File: config.mk
export PLATFORM = sky130hd
export DESIGN_NAME = seq_det_rr_sched
export DESIGN_NICKNAME = d
export VERILOG_FILES = /design/src/rtl/seq_det_rr_sched.sv
export SDC_FILE = /design/constraint.sdc
export NUM_CORES = 1
export LEC_CHECK = 0
export CORE_MARGIN = 4
export CORE_UTILIZATION = 35
export CTS_BUF_LIST = sky130_fd_sc_hd__clkbuf_4
export CTS_CLUSTER_DIAMETER = 80
export CTS_CLUSTER_SIZE = 10
export DETAILED_ROUTE_END_ITERATION = 10
export PLACE_DENSITY_LB_ADDON = 0.15
export SLEW_MARGIN = 5
export SYNTH_ARGS = -nofsm -noshare
export SYNTH_HDL_FRONTEND = slang
export SYNTH_SLANG_ARGS = --single-unit
File: constraint.sdc
create_clock -name clk -period 3.4 [get_ports clk]
set_clock_uncertainty 0.05 [all_clocks]
set_input_delay 0.51 -clock clk [delete_from_list [all_inputs] [get_ports clk]]
set_output_delay 0.51 -clock clk [all_outputs]
set_load 0.005 [all_outputs]
File: src/rtl/seq_det_rr_sched.sv
// Round-robin scheduler sharing one non-overlapping "1001" detector among N_CH serial channels.
// Each channel keeps its own 2-bit detector state; one granted bit is processed per clock.
module seq_det_rr_sched #(
  parameter int N_CH = 4,
  parameter int CH_W = $clog2(N_CH)
) (
  input  logic            clk,
  input  logic            reset_n,
  input  logic [N_CH-1:0] req,
  input  logic [N_CH-1:0] bit_in,
  input  logic [N_CH-1:0] clr,
  output logic [N_CH-1:0] gnt,
  output logic            det,
  output logic [CH_W-1:0] det_ch,
  output logic [7:0]      det_cnt
);

  localparam logic [1:0] S0 = 2'd0;  // idle
  localparam logic [1:0] S1 = 2'd1;  // seen "1"
  localparam logic [1:0] S2 = 2'd2;  // seen "10"
  localparam logic [1:0] S3 = 2'd3;  // seen "100"

  logic [1:0]      r_st [N_CH];
  logic [CH_W-1:0] r_ptr;
  logic            r_det;
  logic [CH_W-1:0] r_det_ch;
  logic [7:0]      r_det_cnt;

  logic            w_any;
  logic [CH_W-1:0] w_cand;
  logic [CH_W-1:0] w_idx;
  logic [CH_W-1:0] w_ptr_nxt;
  logic [N_CH-1:0] w_gnt;
  logic [1:0]      w_st_cur;
  logic [1:0]      w_st_nxt;
  logic            w_bit;
  logic            w_hit;

  // Search ptr, ptr+1, ... mod N_CH; first requester wins. Reset masks every grant.
  always_comb begin
    // NOTE: every signal written here gets a default first, so no latch can be inferred.
    w_any  = 1'b0;
    w_idx  = '0;
    w_cand = '0;
    w_gnt  = '0;
    for (int j = 0; j < N_CH; j++) begin
      w_cand = CH_W'((int'(r_ptr) + j) % N_CH);
      if (!w_any && req[w_cand] && reset_n) begin
        w_any = 1'b1;
        w_idx = w_cand;
      end
    end
    if (w_any) w_gnt[w_idx] = 1'b1;
  end

  assign w_ptr_nxt = (w_idx == CH_W'(N_CH - 1)) ? '0 : w_idx + CH_W'(1);

  assign w_st_cur = r_st[w_idx];
  assign w_bit    = bit_in[w_idx];

  always_comb begin
    w_st_nxt = S0;
    case (w_st_cur)
      S0:      w_st_nxt = w_bit ? S1 : S0;
      S1:      w_st_nxt = w_bit ? S1 : S2;
      S2:      w_st_nxt = w_bit ? S1 : S3;
      default: w_st_nxt = S0;  // S3 restarts on either bit: matching is non-overlapping
    endcase
  end

  // A clear on the granted channel swallows its bit, so it cannot complete a match.
  assign w_hit = w_any && (w_st_cur == S3) && w_bit && !clr[w_idx];

  always_ff @(posedge clk) begin
    if (!reset_n) begin
      // NOTE: the per-channel state array is a handful of flops that must start at S0, so it is reset like any register.
      for (int i = 0; i < N_CH; i++) r_st[i] <= S0;
      r_ptr     <= '0;
      r_det     <= 1'b0;
      r_det_ch  <= '0;
      r_det_cnt <= '0;
    end else begin
      r_det <= w_hit;
      if (w_any) begin
        r_ptr        <= w_ptr_nxt;
        r_st[w_idx]  <= w_st_nxt;
      end
      if (w_hit) begin
        r_det_ch <= w_idx;
        if (r_det_cnt != 8'hFF) r_det_cnt <= r_det_cnt + 8'd1;
      end
      // NOTE: non-blocking updates resolve last-write-wins, so this loop overrides the datapath write above.
      for (int i = 0; i < N_CH; i++) begin
        if (clr[i]) r_st[i] <= S0;
      end
    end
  end

  assign gnt     = w_gnt;
  assign det     = r_det;
  assign det_ch  = r_det_ch;
  assign det_cnt = r_det_cnt;

endmodule
==> results.tsv, run 1 <==
metric	value	unit
DRC violations left	0	
Cell Area, Synth	1480	sq um
Worst setup EP type	output pin	
Final Setup Violations	0	
Reg clk slew, reported paths	120	ps
dpl cells	234	
Synth cell types	47	
CTS H-tree lvls	1	
Slew headroom	0.674	
Logic pwr share	0.259	
most common cell in the netlist	nand2_1	
gr usage total	0.145	
Crit Path Category	reg2out	
Chip Height	73.0	microns
synth top area cells	dfxtp_1 18%, edfxtp_1 16%, mux2i_1 9.5%	
Async S/R FF share, synth	0	
layout cell share with drive strength beyond 1	0.160	
predominant post-synthesis flop cell	dfxtp_1	
synth warn	0	
Yosys reg bits	21	
Gate Count Post-Synth	150	
synth cell count leaders	17 x nand2_1, 14 x mux2i_1, 13 x dfxtp_1	
global-route wire length before repair	5980	microns
max-capacitance violation count	0	
antenna viol nets, final	0	
fin. max-slew vios	0	
Post-CTS Hold Buffers	0	
CP arrival	2670	ps
row count	23	
sequential area share after synthesis	0.338	
initial core utilization	0.365	
leading area contributor after synthesis	dfxtp_1	
internal power	0.395	mW
number of flops mapped to enable cells by yosys	8	
RSZ-0062 raised after global routing	false	
antenna violations before repair	0	
CP Launch Type	flop	
I/O Buffers	28	
r2r setup slk	530	ps
drt pass-1 iters	4	
Final GP Congestion	0.860	
sw power	0.159	mW
Layout area overhead	28.4	%
Switching Fraction	0.286	
Clk pwr share	0.234	
post-DR wirelength/cell	15.2	microns
Final min period	3230	ps
Num Clock Sinks	21	
Seq pwr share	0.507	
largest net degree at the start of global routing	21	
DR iter-0 viols	68	
crit path max fanout	11	
Core Area	4060	sq um
IO Pins	29	
NumNets Final	208	
die area	5330	sq um
Avg Cell Area, Syn	9.87	sq um
GR Overflow Total	0	
status	finished, final reports clean	
Hold WC Path Type	reg2reg	
# diodes	0	
Die X	73.0	microns
cts bufs inserted	3	
actual slew at the worst max-slew pin	480	ps
Synth top area share	0.176	
syn_nets	169	
Hold Vio Cnt, Final	0	
Clock Latency Late Sink	300	ps
register area	500	sq um
fmax	0.310	GHz
total power per unit cell area	292	nW/um^2
CP required	2840	ps
vias in the first global route	1266	
total wire length	3630	microns
Filler Cells Inserted	385	
Final Cycle Share	0.949	
area taken by multi-input logic gates	908	sq um
CTS root buf	clkbuf_4	
worst hold slack	416	ps
Worst VDD drop	0.000179	V
Vias per Instance	5.47	
Post-Layout Cell Count	238	
clock tree buffer depth	2	
Leakage	0.695	nW
TritonCTS clock tree	yes	
post-detail-place hpwl	2860	microns
DR vias	1302	
==> logic make-up after synthesis <==
| logic type | count (synthesis) | share of synthesized area |
|---|---|---|
| AND/OR/NAND/NOR | 70 | 0.270 |
| AO/OA/AOI/OAI | 22 | 0.128 |
| flip-flops | 21 | 0.338 |
| multiplexers | 20 | 0.156 |
| buffers and inverters | 11 | 0.0583 |
| adder cells (fa/ha/maj) | 5 | 0.0423 |
| XOR/XNOR | 1 | 0.00592 |
==> critical path, stage by stage, from the launching register on <==
cell and delay, ps:
dfxtp_1 590, mux4_1 600, nand2_1 130, o21ai_4 90, inv_1 90, ha_1 200
and2_1 160, clkdlybuf4s50_1 500
==> cells in the final DEF (no fill, tap or decap), types with 2 or more instances in the layout <==
cell type	Yosys	final
a21oi_1	2	2
mux2i_1	14	14
nand2_1	17	17
nand3_1	6	6
and3_1	3	3
nand2b_1	4	4
nor3_1	6	6
and2_1	4	4
clkdlybuf4s50_1	0	24
dfxtp_1	13	13
nor4b_4	1	2
a31oi_1	2	2
edfxtp_1	8	8
nor2_1	11	11
o41ai_1	2	2
buf_4	0	12
inv_1	5	5
dlymetal6s2s_1	0	4
nand4b_1	4	4
clkbuf_4	0	4
mux2_2	2	2
nand4_1	4	4
o21ai_1	3	3
ha_1	5	5
mux2i_2	2	2
nand3b_1	4	4
==> sequential cells by signal (all words and copies together), names as in the netlist <==
name,cells
r_st,8
det,1
r_ptr,2
det_ch,2
det_cnt,8
==> area by class of cell <==
cell class / instances / share of cell area
Clock buffer: 4 / 0.0158
Inverter: 5 / 0.00987
Multi-Input combinational cell: 118 / 0.478
Sequential cell: 21 / 0.263
Tap cell: 50 / 0.0329
Timing Repair Buffer: 40 / 0.200
==> power groups by stage <==
stage | registers, mW | clock network (mW) | logic (mW)
floorplan | 0.278 | 0 | 0.0964
global placement | 0.285 | 0 | 0.140
detailed placement | 0.285 | 0 | 0.142
CTS | 0.280 | 0.136 | 0.143
global route | 0.283 | 0.148 | 0.157
finish | 0.281 | 0.129 | 0.144
==> metal layers <==
layer	vias up	share of wire	GRT usage
met5	-	0	0
met4	0	0.0074	0.0492
met3	2	0.035	0.0220
met2	28	0.51	0.254
met1	627	0.44	0.178
li1	645	-	-
==> final timing paths <==
check            start    endpoint  depth (start not counted)
max           r_ptr[1]      gnt[0]                          7
max reg2reg   r_ptr[1]  r_st[0][1]                          9
min reg2reg  det_ch[1]   det_ch[1]                          2
min          det_ch[1]   det_ch[1]                          2
==> metrics by stage <==
stage / instance area, sq um / TNS (ps) / utilization / setup slack, ps / total power, mW
floorplan: 1480 / 0 / - / 727 / 0.375
global placement: 1850 / 0 / 0.455 / 81.2 / 0.424
detailed placement: 1850 / -24.7 / 0.455 / -12.3 / 0.427
CTS: 1880 / 0 / 0.464 / 55.9 / 0.559
global route: 1900 / 0 / 0.468 / 33.0 / 0.588
finish: 1900 / 0 / 0.468 / 173 / 0.554
==> what timing repair did <==
item | CTS | global route
pin swaps | 0 | 1
setup buffers | 0 | 0
setup endpoints to repair | 1 | 3
gates resized for setup | 1 | 5
endpoints found under the hold margin | 0 | 0
No activity file was read; power rests on OpenSTA's default activity.
==> inputs of run 2 (changes only) <==
--- a/config.mk
+++ b/config.mk
@@ -5,8 +5,10 @@
 export SDC_FILE = /design/constraint.sdc
 export NUM_CORES = 1
 export LEC_CHECK = 0
+export CELL_PAD_IN_SITES_DETAIL_PLACEMENT = 0
+export CELL_PAD_IN_SITES_GLOBAL_PLACEMENT = 2
 export CORE_MARGIN = 4
-export CORE_UTILIZATION = 35
+export CORE_UTILIZATION = 30
 export CTS_BUF_LIST = sky130_fd_sc_hd__clkbuf_4
 export CTS_CLUSTER_DIAMETER = 80
 export CTS_CLUSTER_SIZE = 10
==> constraint.sdc (replaced) <==
create_clock -name clk -period 2.6 [get_ports clk]
set_clock_uncertainty 0.05 [all_clocks]
set_input_delay 0.39 -clock clk [delete_from_list [all_inputs] [get_ports clk]]
set_output_delay 0.39 -clock clk [all_outputs]
set_load 0.005 [all_outputs]
==> results.tsv, run 2 (same netlist as run 1, synthesis figures left out) <==
metric	value	unit
Slew headroom	0.748	
Crit path max-delay family	buffers and inverters	
actual slew at the worst max-slew pin	370	ps
largest net degree at the start of global routing	21	
Final Setup Violations	0	
# diodes	0	
clock tree buffer depth	2	
gr usage total	0.144	
final instance area	2270	sq um
Hold WC Path Type	reg2reg	
row count	25	
status	finished, final reports clean	
Crit Path Category	in2out	
fmax	0.385	GHz
layout cell share with drive strength beyond 1	0.405	
commonest cells after routing, fill and taps aside	28 x buf_4, 19 x clkdlybuf4s50_1, 13 x nand2_1, 11 x dfxtp_1, 8 x edfxtp_1	
Worst setup EP type	output pin	
Hold Vio Cnt, Final	0	
global-route wire length before repair	7090	microns
DP Area	1980	sq um
Worst VDD drop	0.000267	V
DR vias	1406	
post-detail-place hpwl	3140	microns
max-capacitance violation count	0	
Final GP Congestion	0.754	
Final min period	2600	ps
antenna viol nets, final	0	
initial core utilization	0.311	
CP required	2160	ps
DRC violations left	0	
IO Pins	29	
Layout area overhead	53.3	%
CP arrival	2160	ps
GR Overflow Total	0	
DR iter-0 viols	58	
fin. max-slew vios	0	
cts bufs inserted	3	
commonest non-fill, non-tap cell in the layout	buf_4	
CP max stage cell	nor4b_4	
total wire length	4260	microns
die area	6120	sq um
drt pass-1 iters	4	
Reg clk slew, reported paths	120	ps
Leakage	0.812	nW
fin util	0.477	
Largest stage delay, worst path	260	ps
Clock Latency Late Sink	300	ps
NumNets Final	230	
Design Power	0.808	mW
Die X	78.2	microns
crit path max fanout	4	
Chip Height	78.2	microns
CTS H-tree lvls	1	
CP Launch Type	input port	
antenna violations before repair	0	
vias in the first global route	1422	
TritonCTS clock tree	yes	
Num Clock Sinks	21	
Core Area	4750	sq um
total power per unit cell area	356	nW/um^2
final setup margin	5.00	ps
CTS root buf	clkbuf_4	
I/O Buffers	28	
Buf/Inv on CP	5	
worst hold slack	411	ps
post-DR wirelength/cell	15.4	microns
Critical Path Most Common Cell	buf_4	
CP Cell Sequence	clkdlybuf4s15_1 -> buf_4 -> nor4b_4 -> a31oi_1 -> o22ai_2 -> buf_6 -> buf_4 -> ha_2 -> and2_4 -> clkdlybuf4s15_2	
pre-CTS WS	-599	ps
Final Cycle Share	0.998	
Vias per Instance	5.08	
RSZ-0062 raised after global routing	true	
## run 2: metal layers
metal / vias to the layer above / GRT usage / part of all wire
met5: - / 0 / 0
met4: 0 / 0.0262 / 0.0059
met3: 2 / 0.0229 / 0.029
met2: 22 / 0.258 / 0.51
met1: 692 / 0.185 / 0.45
li1: 690 / - / -
## run 2: where the power goes
group          total, mW  leakage (nW)  switching [mW]  internal [mW]
sequential         0.369         0.196          0.0163          0.353
combinational      0.277         0.599           0.129          0.148
clock              0.161        0.0177           0.104         0.0572
## run 2: layout make-up
cell class                      count  area [sq um]
Multi-Input combinational cell    118          1060
Timing Repair Buffer               62           566
Sequential cell                    21           508
Clock inverter                      1          5.00
Clock buffer                        3          22.5
Fill cell                         487          2490
Tap cell                           67          83.8
Inverter                            5          18.8
## run 2: what timing repair did
item,CTS,global route
setup endpoints to repair,29,30
gates resized for setup,37,28
pin swaps,11,15
hold buffers,0,0
setup buffers,6,2
## run 2: through the flow
stage               TNS, ps  cells
finish                    0    277
global route          -2410    277
CTS                   -27.3    275
detailed placement   -13980    266
global placement     -12360    266
floorplan                 0    150
## run 2: worst paths after layout
check        startpoint    endpoint  slack [ps]  depth (start not counted)
max reg2reg    r_ptr[1]  r_st[0][1]          20                         10
min           det_ch[1]   det_ch[1]         410                          2
max              req[2]      gnt[2]           5                         10
min reg2reg   det_ch[1]   det_ch[1]         410                          2
## run 2: worst register-to-register path, cell delays in order, from the launching register on
cell	delay (ps)
dfxtp_4	410
mux4_2	520
nand2_2	100
o21ai_4	70
buf_6	120
ha_4	150
a222oi_1	310
nand3_1	190
nor2_4	160
nand2_2	90
nand3b_1	140
==> inputs of run 3 (changes only) <==
--- a/config.mk
+++ b/config.mk
@@ -7,6 +7,7 @@
 export LEC_CHECK = 0
 export CELL_PAD_IN_SITES_DETAIL_PLACEMENT = 0
 export CELL_PAD_IN_SITES_GLOBAL_PLACEMENT = 2
+export CORE_ASPECT_RATIO = 0.75
 export CORE_MARGIN = 4
 export CORE_UTILIZATION = 30
 export CTS_BUF_LIST = sky130_fd_sc_hd__clkbuf_4
==> results.tsv, run 3 (same netlist as run 1, synthesis figures left out) <==
metric	value	unit
gr busiest metal	met2	
Chip Height	68.8	microns
# diodes	0	
Die X	89.1	microns
largest net degree at the start of global routing	19	
Leakage	0.806	nW
DP Area	1960	sq um
Post-CTS Hold Buffers	0	
pre-CTS WS	-633	ps
Clock Latency Late Sink	330	ps
CP required	2600	ps
GRT met2 Usage	0.235	
Logic pwr share	0.343	
clock tree buffer depth	2	
Slew headroom	0.768	
post-detail-place hpwl	3070	microns
Final min period	2600	ps
vias in the first global route	1435	
CP max stage cell	dfxtp_4	
antenna viol nets, final	0	
CTS root buf	clkbuf_4	
setup TNS	-2.62	ps
fin util	0.478	
total wire length	4200	microns
met3 Use GR	0.0368	
post-DR wirelength/cell	15.7	microns
Layout area overhead	49.5	%
Largest stage delay, worst path	400	ps
Filler Cells Inserted	453	
cts bufs inserted	3	
met1 Track Usage GR	0.211	
NumNets Final	230	
Worst setup EP type	flop	
total power per unit cell area	372	nW/um^2
I/O Buffers	28	
Hold Vio Cnt, Final	0	
final setup margin	-2.62	ps
DRC violations left	0	
global-route wire length before repair	6980	microns
FF-to-FF path depth	12	
max-capacitance violation count	0	
Critical Path Most Common Cell	buf_4	
CP Launch Type	flop	
actual slew at the worst max-slew pin	341	ps
DR iter-0 viols	54	
status	finished with violations	
Crit path max-delay family	simple AND/OR/NAND/NOR gates	
internal power	0.562	mW
Clk pwr share	0.212	
Reg clk slew, reported paths	140	ps
Num Clock Sinks	21	
CTS H-tree lvls	1	
Seq pwr share	0.445	
row count	21	
hold path cells	2	
dpl cells	255	
Design Power	0.822	mW
Final GP Congestion	0.760	
commonest non-fill, non-tap cell in the layout	buf_4	
Vias per Instance	5.13	
die area	6130	sq um
crit path max fanout	7	
fmax	0.384	GHz
Buf/Inv on CP	3	
Final Setup Violations	1	
initial core utilization	0.320	
Crit Path Category	reg2reg	
Post-Layout Cell Count	267	
CP arrival	2610	ps
sw power	0.260	mW
failing checks	negative setup slack	
Core Area	4620	sq um
Switching Fraction	0.317	
drt pass-1 iters	4	
Worst VDD drop	0.000171	V
TritonCTS clock tree	yes	
Hold WC Path Type	reg2reg	
DR vias	1370	
final instance area	2210	sq um
RSZ-0062 raised after global routing	true	
layout cell share with drive strength beyond 1	0.390	
gr usage total	0.149	
worst hold slack	427	ps
CP Cell Sequence	nor4b_4 -> buf_4 -> buf_4 -> nand2_4 -> o21ai_4 -> inv_2 -> ha_4 -> a222oi_1 -> nand3_1 -> nor2_4 -> nand2_1 -> nand3b_1	
IO Pins	29	
GR Overflow Total	0	
fin. max-slew vios	0	
antenna violations before repair	0	
CP Depth	12	
Final Cycle Share	1.00	
commonest cells after routing, fill and taps aside	30 x buf_4, 19 x clkdlybuf4s50_1, 14 x nand2_1, 11 x mux2i_1, 11 x dfxtp_1	
## run 3: timing repair
item,in CTS,in global routing
buffers inserted,8,1
pin swaps,4,14
gates cloned,0,0
endpoints found under the setup margin,28,26
resized for setup,37,29
## run 3: per-layer routing
metal,share of wire,vias to the layer above
met2,0.43,32
met4,0.0048,0
met1,0.51,650
li1,-,686
met3,0.053,2
met5,0,-
## run 3: cell type report
cell class	count	area, sq um	share of cell area
clock buffers	3	22.5	0.0102
flip-flops and latches	21	508	0.230
well taps	57	71.3	0.0322
inverters	5	18.8	0.00848
clock inverters	1	7.51	0.00339
multi-input cells	118	1040	0.471
repair buffers	62	543	0.245
## run 3: path summary, 6_finish.rpt
kind	startpoint	to	slack, ps
setup reg to reg	r_ptr[0]	r_st[2][0]	-3
hold / removal	det_ch[0]	det_ch[0]	430
hold reg to reg	det_ch[0]	det_ch[0]	430
setup / recovery	r_ptr[0]	r_st[2][0]	-3
## run 3: worst min-delay path, cell delays in order, from the launching register on
cell and delay [ps]:
dfxtp_1 340, nand2_1 50, o21ai_1 50
## run 3: power by group through the flow
stage          Clock (mW)  Sequential (mW)  Combinational, mW
6_report            0.174            0.366              0.282
5_1_grt             0.198            0.368              0.305
4_1_cts             0.181            0.364              0.258
3_5_place_dp            0            0.371              0.223
3_3_place_gp            0            0.371              0.221
2_1_floorplan           0            0.364              0.126
